<file path="src/rtl/quad_encoder_counter.sv">
// quad_encoder_counter
//   Quadrature (A/B) encoder front end: input synchronisers, x4 decode, signed
//   wrapping position counter, windowed signed velocity measurement with a
//   one-cycle valid strobe, direction flag and sticky illegal-transition flag.
//
//   Optional build macro: ENC_INDEX_EN adds the index input Z. A rising edge of
//   the synchronised Z zeroes POS (the step of that cycle is discarded from POS).
//
// Parameters
//   POS_W       position width (signed, wraps)
//   VEL_W       velocity / window accumulator width (signed, saturates)
//   CLK_DIV     CLK cycles per prescaler tick (>=2)
//   WINDOW      prescaler ticks per velocity window (>=1)
//   SYNC_STAGES synchroniser depth for every asynchronous pin (>=2)
//
// Ports
//   CLK        in   system clock, posedge
//   RST_N      in   asynchronous active-low reset
//   A, B       in   encoder channels, asynchronous
//   CLR        in   synchronous clear of position/velocity/error/timers
//   Z          in   index pulse (ENC_INDEX_EN only), asynchronous
//   POS        out  signed position, one count per quadrature edge
//   VEL        out  signed edge count of the last complete window
//   VEL_VALID  out  one-cycle strobe when VEL is updated
//   DIR        out  direction of last valid step (1 = +, 0 = -)
//   ERR        out  sticky illegal transition (both channels changed)
module quad_encoder_counter #(
  parameter int POS_W       = 32,
  parameter int VEL_W       = 16,
  parameter int CLK_DIV     = 3200,
  parameter int WINDOW      = 21,
  parameter int SYNC_STAGES = 2
) (
  input  logic                    CLK,
  input  logic                    RST_N,
  input  logic                    A,
  input  logic                    B,
  input  logic                    CLR,
`ifdef ENC_INDEX_EN
  input  logic                    Z,
`endif
  output logic signed [POS_W-1:0] POS,
  output logic signed [VEL_W-1:0] VEL,
  output logic                    VEL_VALID,
  output logic                    DIR,
  output logic                    ERR
);

  localparam int PS_W  = (CLK_DIV > 1) ? $clog2(CLK_DIV) : 1;
  localparam int WIN_W = (WINDOW > 1) ? $clog2(WINDOW) : 1;

  localparam logic [PS_W-1:0]  PS_LAST  = PS_W'(CLK_DIV - 1);
  localparam logic [WIN_W-1:0] WIN_LAST = WIN_W'(WINDOW - 1);

  localparam logic signed [VEL_W-1:0] VEL_MAX = {1'b0, {(VEL_W-1){1'b1}}};
  localparam logic signed [VEL_W-1:0] VEL_MIN = {1'b1, {(VEL_W-1){1'b0}}};

  // Gray-code phase of the two channels: 00,01,11,10 -> 0,1,2,3.
  function automatic logic [1:0] gray_to_idx(input logic [1:0] g);
    logic [1:0] idx;
    case (g)
      2'b00:   idx = 2'd0;
      2'b01:   idx = 2'd1;
      2'b11:   idx = 2'd2;
      2'b10:   idx = 2'd3;
      default: idx = 2'd0;
    endcase
    return idx;
  endfunction

  // Signed accumulate of a -1/0/+1 step with clamping to the VEL_W range.
  function automatic logic signed [VEL_W-1:0] sat_add(
    input logic signed [VEL_W-1:0] acc,
    input logic signed [1:0]       step
  );
    logic signed [VEL_W:0] sum;
    logic signed [VEL_W-1:0] res;
    sum = {acc[VEL_W-1], acc} + {{(VEL_W-1){step[1]}}, step};
    if (sum[VEL_W] != sum[VEL_W-1]) begin
      res = sum[VEL_W] ? VEL_MIN : VEL_MAX;
    end else begin
      res = sum[VEL_W-1:0];
    end
    return res;
  endfunction

  logic [SYNC_STAGES-1:0] a_sync_r;
  logic [SYNC_STAGES-1:0] b_sync_r;
  logic                   a_s;
  logic                   b_s;
  logic                   a_prev_r;
  logic                   b_prev_r;
  logic                   prime_r;
  logic [PS_W-1:0]        presc_r;
  logic [WIN_W-1:0]       win_r;
  logic signed [VEL_W-1:0] acc_r;
  logic signed [1:0]      step_s;
  logic                   illegal_s;
  logic [1:0]             phase_diff_s;
  logic                   tick_s;
  logic                   window_end_s;
  logic                   pos_zero_s;

  assign a_s          = a_sync_r[SYNC_STAGES-1];
  assign b_s          = b_sync_r[SYNC_STAGES-1];
  assign tick_s       = (presc_r == PS_LAST);
  assign window_end_s = tick_s && (win_r == WIN_LAST);

  // Channel synchronisers; they keep running through CLR.
  always_ff @(posedge CLK or negedge RST_N) begin
    if (!RST_N) begin
      a_sync_r <= '0;
      b_sync_r <= '0;
    end else begin
      a_sync_r <= {a_sync_r[SYNC_STAGES-2:0], A};
      b_sync_r <= {b_sync_r[SYNC_STAGES-2:0], B};
    end
  end

`ifdef ENC_INDEX_EN
  logic [SYNC_STAGES-1:0] z_sync_r;
  logic                   z_prev_r;
  logic                   z_s;

  assign z_s        = z_sync_r[SYNC_STAGES-1];
  assign pos_zero_s = z_s & ~z_prev_r;

  // Index synchroniser and edge-detect history.
  always_ff @(posedge CLK or negedge RST_N) begin
    if (!RST_N) begin
      z_sync_r <= '0;
      z_prev_r <= 1'b0;
    end else begin
      z_sync_r <= {z_sync_r[SYNC_STAGES-2:0], Z};
      z_prev_r <= z_s;
    end
  end
`else
  assign pos_zero_s = 1'b0;
`endif

  // x4 decode: modular phase difference 1 = forward, 3 = reverse, 2 = illegal.
  always_comb begin
    step_s       = 2'sd0;
    illegal_s    = 1'b0;
    phase_diff_s = gray_to_idx({a_s, b_s}) - gray_to_idx({a_prev_r, b_prev_r});
    if (prime_r) begin
      step_s    = 2'sd0;
      illegal_s = 1'b0;
    end else begin
      case (phase_diff_s)
        2'd1:    step_s = 2'sd1;
        2'd3:    step_s = -2'sd1;
        2'd2:    illegal_s = 1'b1;
        default: step_s = 2'sd0;
      endcase
    end
  end

  // Previous-phase register, position, direction and error flags.
  always_ff @(posedge CLK or negedge RST_N) begin
    if (!RST_N) begin
      a_prev_r <= 1'b0;
      b_prev_r <= 1'b0;
      prime_r  <= 1'b1;
      POS      <= '0;
      DIR      <= 1'b0;
      ERR      <= 1'b0;
    end else if (CLR) begin
      prime_r  <= 1'b1;
      POS      <= '0;
      DIR      <= 1'b0;
      ERR      <= 1'b0;
    end else begin
      // While primed the decode yields no step, so this only loads the phase.
      prime_r  <= 1'b0;
      a_prev_r <= a_s;
      b_prev_r <= b_s;
      if (pos_zero_s) begin
        POS <= '0;
      end else begin
        POS <= POS + {{(POS_W-2){step_s[1]}}, step_s};
      end
      if (step_s == 2'sd1) begin
        DIR <= 1'b1;
      end else if (step_s == -2'sd1) begin
        DIR <= 1'b0;
      end
      if (illegal_s) begin
        ERR <= 1'b1;
      end
    end
  end

  // Gate timing: prescaler ticks and the window counter.
  always_ff @(posedge CLK or negedge RST_N) begin
    if (!RST_N) begin
      presc_r <= '0;
      win_r   <= '0;
    end else if (CLR) begin
      presc_r <= '0;
      win_r   <= '0;
    end else if (tick_s) begin
      presc_r <= '0;
      win_r   <= (win_r == WIN_LAST) ? '0 : win_r + 1'b1;
    end else begin
      presc_r <= presc_r + 1'b1;
    end
  end

  // Window accumulator; the boundary-cycle step closes into the finished window.
  always_ff @(posedge CLK or negedge RST_N) begin
    if (!RST_N) begin
      acc_r     <= '0;
      VEL       <= '0;
      VEL_VALID <= 1'b0;
    end else if (CLR) begin
      acc_r     <= '0;
      VEL       <= '0;
      VEL_VALID <= 1'b0;
    end else if (window_end_s) begin
      VEL       <= sat_add(acc_r, step_s);
      acc_r     <= '0;
      VEL_VALID <= 1'b1;
    end else begin
      acc_r     <= sat_add(acc_r, step_s);
      VEL_VALID <= 1'b0;
    end
  end

endmodule

</file>
<file path="config.mk">
export PLATFORM = sky130hd
export DESIGN_NAME = quad_encoder_counter
export DESIGN_NICKNAME = d
export VERILOG_FILES = /design/src/rtl/quad_encoder_counter.sv
export SDC_FILE = /design/constraint.sdc
export NUM_CORES = 1
export LEC_CHECK = 0
export BUFFER_PORTS_ARGS = -buffer_cell sky130_fd_sc_hd__buf_2
export CELL_PAD_IN_SITES_DETAIL_PLACEMENT = 1
export CELL_PAD_IN_SITES_GLOBAL_PLACEMENT = 1
export CORE_UTILIZATION = 50
export CTS_CLUSTER_SIZE = 30
export DETAILED_ROUTE_END_ITERATION = 6
export GPL_TIMING_DRIVEN = 0
export PLACE_DENSITY = 0.85
export SYNTH_ARGS = -nofsm -noshare
export SYNTH_HDL_FRONTEND = slang
export SYNTH_SLANG_ARGS = --single-unit
</file>
<file path="constraint.sdc">
create_clock -name CLK -period 15.8 [get_ports CLK]
set_input_delay 3.16 -clock CLK [delete_from_list [all_inputs] [get_ports CLK]]
set_output_delay 3.16 -clock CLK [all_outputs]
set_load 0.01 [all_outputs]
</file>
== Word level (Yosys, flattened, before mapping) ==
Index checks and enable logic that the tools add are counted.

* Multiply operators: 0
* Div/mod/pow operators: 0
* Shift-type cells: 0
* Reduce and logical (&&, ||, !) cells: 7
* Equality and inequality tests: 14
* Mux-type cells: 26
* Bitwise operators: 0
* Add/sub/neg operators: 5
* Order comparisons: 0

{| class="wikitable"
|+ Operator list
! cell !! count
|-
| 2-to-1 mux 16 bit || 6
|-
| adder 32 bit || 1
|-
| 2-to-1 mux 32 bit || 1
|-
| 2-to-1 mux 12 bit || 2
|-
| adder 16 x 2 -> 17 bit || 1
|-
| one-hot mux 2 bit (4 select lines) || 2
|-
| 2-to-1 mux 5 bit || 3
|-
| equality test 2 bit (second input constant) || 7
|-
| adder 12 x 1 -> 12 bit (second input constant) || 1
|-
| equality test 12 bit (second input constant) || 1
|-
| 2-to-1 mux 1 bit || 10
|-
| equality test 2 x 1 -> 1 bit (second input constant) || 4
|-
| nonzero test 2 bit || 3
|-
| adder 5 x 1 -> 5 bit (second input constant) || 1
|-
| equality test 5 bit (second input constant) || 1
|-
| zero test 2 bit || 2
|-
| one-hot mux 2 bit (2 select lines) || 1
|-
| nonzero test 3 bit || 1
|-
| 2-to-1 mux 2 bit || 1
|-
| subtractor 2 bit || 1
|-
| logical AND 1 bit || 1
|-
| != test 1 bit || 1
|}

* Memory bits (writable): 0
* Bits in latches: 0
* Bits in read-only memories: 0
* Memories kept: 0
* Word-level logic and storage cells: 65
* Bits in registers: 91

== Logic depth before layout (Yosys ltp) ==
* Depth in word-level cells: 11
* Mapped depth: 17
* Gate-level depth less buffers: 16

== Worst setup path before layout ==
No wires, ideal clock.

* Path type: register to register
* Start: reg a_sync_r[1]
* End: reg acc_r[1]
* Slack: 10.765 ns
* Arrival time: 4.900 ns
* Stages on the path, launching flop included: 18
* Cells stage by stage: dfrtp_1 inv_1 ha_1 inv_1 ha_1 xnor2_1 xnor2_1 nor3_2 ha_1 buf_4 a21oi_4 o22a_2 a211oi_2 or3_4 a211oi_4 nand2b_1 buf_6 a21oi_1

* Longest elaborated chain between the ends: 11
* Elaborated cells on any way between the ends: 16

{| class="wikitable"
|+ RTL lines
! item !! RTL line !! RTL
|-
| start: declaration || 87 || <nowiki>logic [SYNC_STAGES-1:0] a_sync_r;</nowiki>
|-
| start signal: assignment || 115 || <nowiki>a_sync_r <= {a_sync_r[SYNC_STAGES-2:0], A};</nowiki>
|-
| equality test 2 bit (tied with other cells) || 61 || <nowiki>case (g)</nowiki>
|-
| one-hot mux 2 bit (4 select lines) * || 61 ||
|-
| subtractor 2 bit * || 146 || <nowiki>phase_diff_s = gray_to_idx({a_s, b_s}) - gray_to_idx({a_prev_r, b_prev_r});</nowiki>
|-
| equality test 2 bit / equality test 2 x 1 -> 1 bit (equally long branches) || 151 || <nowiki>case (phase_diff_s)</nowiki>
|-
| one-hot mux 2 bit (2 select lines) * || 151 ||
|-
| 2-to-1 mux 2 bit * || 147 || <nowiki>if (prime_r) begin</nowiki>
|-
| adder 16 x 2 -> 17 bit * || 78 || <nowiki>sum = {acc[VEL_W-1], acc} + {{(VEL_W-1){step[1]}}, step};</nowiki>
|-
| 2-to-1 mux 16 bit / != test 1 bit (equally long branches) || 80, 79 ||
|-
| 2-to-1 mux 16 bit * || 79 || <nowiki>if (sum[VEL_W] != sum[VEL_W-1]) begin</nowiki>
|-
| 2-to-1 mux 16 bit * || 221 || <nowiki>end else if (window_end_s) begin</nowiki>
|-
| 2-to-1 mux 16 bit * || 217 || <nowiki>end else if (CLR) begin</nowiki>
|-
| end signal: assignment || 226 || <nowiki>acc_r <= sat_add(acc_r, step_s);</nowiki>
|-
| end: declaration || 96 || <nowiki>logic signed [VEL_W-1:0] acc_r;</nowiki>
|}

Every way passes the cells marked *; elsewhere a longest branch is shown, timed or not.
A chain may end at the register's enable or synchronous reset.

== Worst setup path in the final report ==
* Start: reg a_prev_r
* End: reg POS[28]

* Longest elaborated chain between the ends: 8
* Elaborated cells on any way between the ends: 12

{| class="wikitable"
|+ RTL lines
! item !! RTL line !! RTL
|-
| start: declaration || 91 || <nowiki>logic a_prev_r;</nowiki>
|-
| start signal: assignment || 177 || <nowiki>a_prev_r <= a_s;</nowiki>
|-
| equality test 2 bit (tied with other cells) || 61 ||
|-
| one-hot mux 2 bit (4 select lines) * || 61 ||
|-
| subtractor 2 bit * || 146 ||
|-
| equality test 2 bit / equality test 2 x 1 -> 1 bit (equally long branches) || 151 ||
|-
| one-hot mux 2 bit (2 select lines) * || 151 ||
|-
| 2-to-1 mux 2 bit * || 147 ||
|-
| adder 32 bit * || 182 || <nowiki>POS <= POS + {{(POS_W-2){step_s[1]}}, step_s};</nowiki>
|-
| 2-to-1 mux 32 bit * || 169 || <nowiki>end else if (CLR) begin</nowiki>
|-
| end signal: assignment || 182 ||
|-
| end: declaration || 42 || <nowiki>output logic signed [POS_W-1:0] POS,</nowiki>
|}

Marks and branches as above.

==> out/qor.txt <==
Avg Cell Area, Syn = 8.94 um2
CP arrival = 4990 ps
CP Max Fanout = 19
Pre-CTS setup slack = 11110 ps
FF+latch count, synth = 91
Setup CP Type = reg -> reg
PD cells = 130 nW/um2
Final Wtd Congestion = 0.876
Synth Warn # = 0
Asr flop ratio synth = 100%
CTS tree = yes
Maximum vdd ir drop = 69.8 uV
EDFF count, synth = 0
Number of global-route vias before repair = 5782
Clk root buf = clkbuf_16
Fin crit period = 4750 ps
Post-synth top area cell = dfrtp_1
Top cell type's share of synthesized area = 37.0%
Status = finished with violations
CP required = 16040 ps
Synth top cells by count = 95 x nor2_1, 90 x dfrtp_1, 57 x ha_1
Fin. Hold Viols = 0
GRT Overall Usage = 28.2%
Avg WL per Cell = 18.5 um
Post-Syn Area = 6080 um2
RSZ-0062 raised after global routing = no
Area Overhead vs Synth = 14.2%
Combinational share of power = 41.5%
Setup_tns = 0 ps
Clk buf depth = 2
Post-DR vias/cell = 5.98
Leakage dissipation = 3.46 nW
Fmax = 0.210 GHz
Clock power frac = 26.2%
Post-CTS setup buffer count = 0
Hold Crit Class = reg -> reg
Failing checks = design-rule violations
Boundary pin count = 56
Die H = 112 um
Switching Power = 0.000353 W
Unique masters post-synth = 70
Area contributors post-synth = dfrtp_1 37%, ha_1 12%, nor2_1 5.9%, o21ai_0 3.6%, xnor2_1 3.6%
Worst-Margin Slew = 755 ps
Via Count = 5365
Hpwl dp = 12.3 mm
CTS Hold Bufs = 0
Post-Syn Instances = 680
DRC errors left = 4
Pin count of the biggest net entering global routing = 61
Drt initial violations = 353
# clock sinks = 91
Crit end category = register
Post-CTS Resized = 0
Initial antenna violation count = 0
Mapped Nets = 744
Max_slew headroom = 49.2%
Power Internal = 0.000547 W
Antenna diode count = 0
Skew-Pair Late Insertion Delay = 350 ps
Most numerous cell in the Yosys netlist = nor2_1
Port Buffers = 55
Die W = 112 um
Cell Rows = 39
First-pass GRT wire length = 28.2 mm
Tcrit/Tclk final = 30.1%
Final Setup Violations = 0
Inserted Clock Buffers = 9
Nets = 813
Max-Cap Viols = 0
Final WS setup = 11050 ps
Final Skew = 9.25 ps
Clock-pin slew on the worst setup and hold paths = 70 ps
H-tree levels = 3
Seq/Total Area, Yosys = 37.5%
Antenna viol nets, final = 0
Startpoint Class = register
Reg power frac = 32.2%
Main flop type after synthesis = dfrtp_1
Grt ovf = 0
Initial core utilization = 52.3%
Core box area = 11600 um2
Die area = 12600 um2
Max Slew Vio Count = 0
Sw Ratio = 39.2%
Layout cell share with drive strength beyond 1 = 13.7%
First-pass DRT Iterations = 6
WL final = 16.6 mm
[stage by stage]
step	total power, W	area (um2)	hold WS (ps)	util (%)	cells
after CTS	0.000903	6950	363	59.8	897
final	0.000900	6950	362	59.8	897
after global placement	0.000631	6530	335	56.3	878
after global routing	0.000958	6950	366	59.8	897
after floorplan	0.000549	6080	331	-	680
after detailed placement	0.000660	6630	347	57.0	881
[kinds of logic after synthesis]
kind of cell | Yosys count | share of synthesized area (%)
buffers and inverters | 48 | 3.25
flip-flops | 91 | 37.5
AND/OR/NAND/NOR | 243 | 18.9
multiplexers | 2 | 0.370
XOR/XNOR | 47 | 6.77
AO/OA/AOI/OAI | 189 | 20.6
adder cells (fa/ha/maj) | 60 | 12.6
[layout make-up]
| type | count | area [um2] |
|---|---|---|
| fillers | 1385 | 4670 |
| multi-input cells | 541 | 3610 |
| flip-flops and latches | 91 | 2280 |
| repair buffers | 58 | 360 |
| clock buffers | 10 | 229 |
| well taps | 143 | 179 |
| plain buffers | 23 | 104 |
| inverters | 25 | 93.8 |
| clock inverters | 6 | 91.3 |
[final timing paths]
check                                      start               endpoint  slack [ps]  cells after the start
setup / recovery            a_prev_r$_DFFE_PN0N_      POS[28]$_DFF_PN0_       11050                     16
hold / removal             b_sync_r[0]$_DFF_PN0_  b_sync_r[1]$_DFF_PN0_         360                      0
setup reg to reg            a_prev_r$_DFFE_PN0N_      POS[28]$_DFF_PN0_       11050                     16
hold reg to reg            b_sync_r[0]$_DFF_PN0_  b_sync_r[1]$_DFF_PN0_         360                      0
max in group asynchronous                  RST_N      prime_r$_DFF_PN1_       12360                      2
min in group asynchronous                  RST_N       POS[7]$_DFF_PN0_        2750                      1
[registers in the layout, summed over array words and instances, names as in the netlist]
| register | count |
|---|---|
| ERR | 1 |
| acc_r | 16 |
| b_prev_r | 1 |
| POS | 32 |
| win_r | 5 |
| VEL_VALID | 1 |
| VEL | 16 |
| prime_r | 1 |
| a_sync_r | 2 |
| DIR | 1 |
| presc_r | 12 |
| b_sync_r | 2 |
| a_prev_r | 1 |
[metal layers]
| layer | track usage (%) | vias to the layer above | part of all wire, % |
|---|---|---|---|
| met4 | 10.8 | 0 | 2.1 |
| li1 | - | 2550 | - |
| met1 | 34.4 | 2679 | 43 |
| met2 | 50.7 | 111 | 51 |
| met5 | 0 | - | 0 |
| met3 | 3.46 | 25 | 3.9 |
[placed cells by master, fill, tap and decap left out, drive strengths merged, types with 4 or more instances in the layout]
cell type / Yosys / final
o31ai: 4 / 4
inv: 25 / 25
xor2: 22 / 22
nand2b: 7 / 7
o21bai: 4 / 4
o21ai: 49 / 49
nand3: 16 / 16
o211ai: 7 / 7
dfrtp: 90 / 90
a21oi: 43 / 43
ha: 57 / 57
and2: 4 / 4
nand2: 56 / 56
a31oi: 6 / 6
nand4: 13 / 13
clkbuf: 15 / 25
nor2b: 8 / 8
a211oi: 17 / 17
buf: 8 / 66
nor3: 14 / 14
a21o: 25 / 25
o21a: 9 / 9
and3: 10 / 10
nor2: 96 / 96
xnor2: 25 / 25
[worst max-delay path: stages (launching register included)]
cell	delay (ps)
dfrtp_1	410
inv_1	70
ha_1	310
ha_1	200
xnor2_1	220
xnor2_1	160
nor3_4	600
buf_16	250
buf_16	170
ha_1	290
a21oi_1	280
o211ai_1	150
a32oi_1	380
a21boi_1	230
a21o_1	240
a221oi_1	290
mux2_2	370
[power groups by stage]
stage | logic [W] | registers, W | clock network, W
after detailed placement | 0.000367 | 0.000294 | 0
final | 0.000374 | 0.000290 | 0.000236
after global placement | 0.000339 | 0.000292 | 0
after CTS | 0.000373 | 0.000291 | 0.000239
after global routing | 0.000417 | 0.000294 | 0.000247
after floorplan | 0.000251 | 0.000298 | 0
No activity file was read; power rests on OpenSTA's default activity.
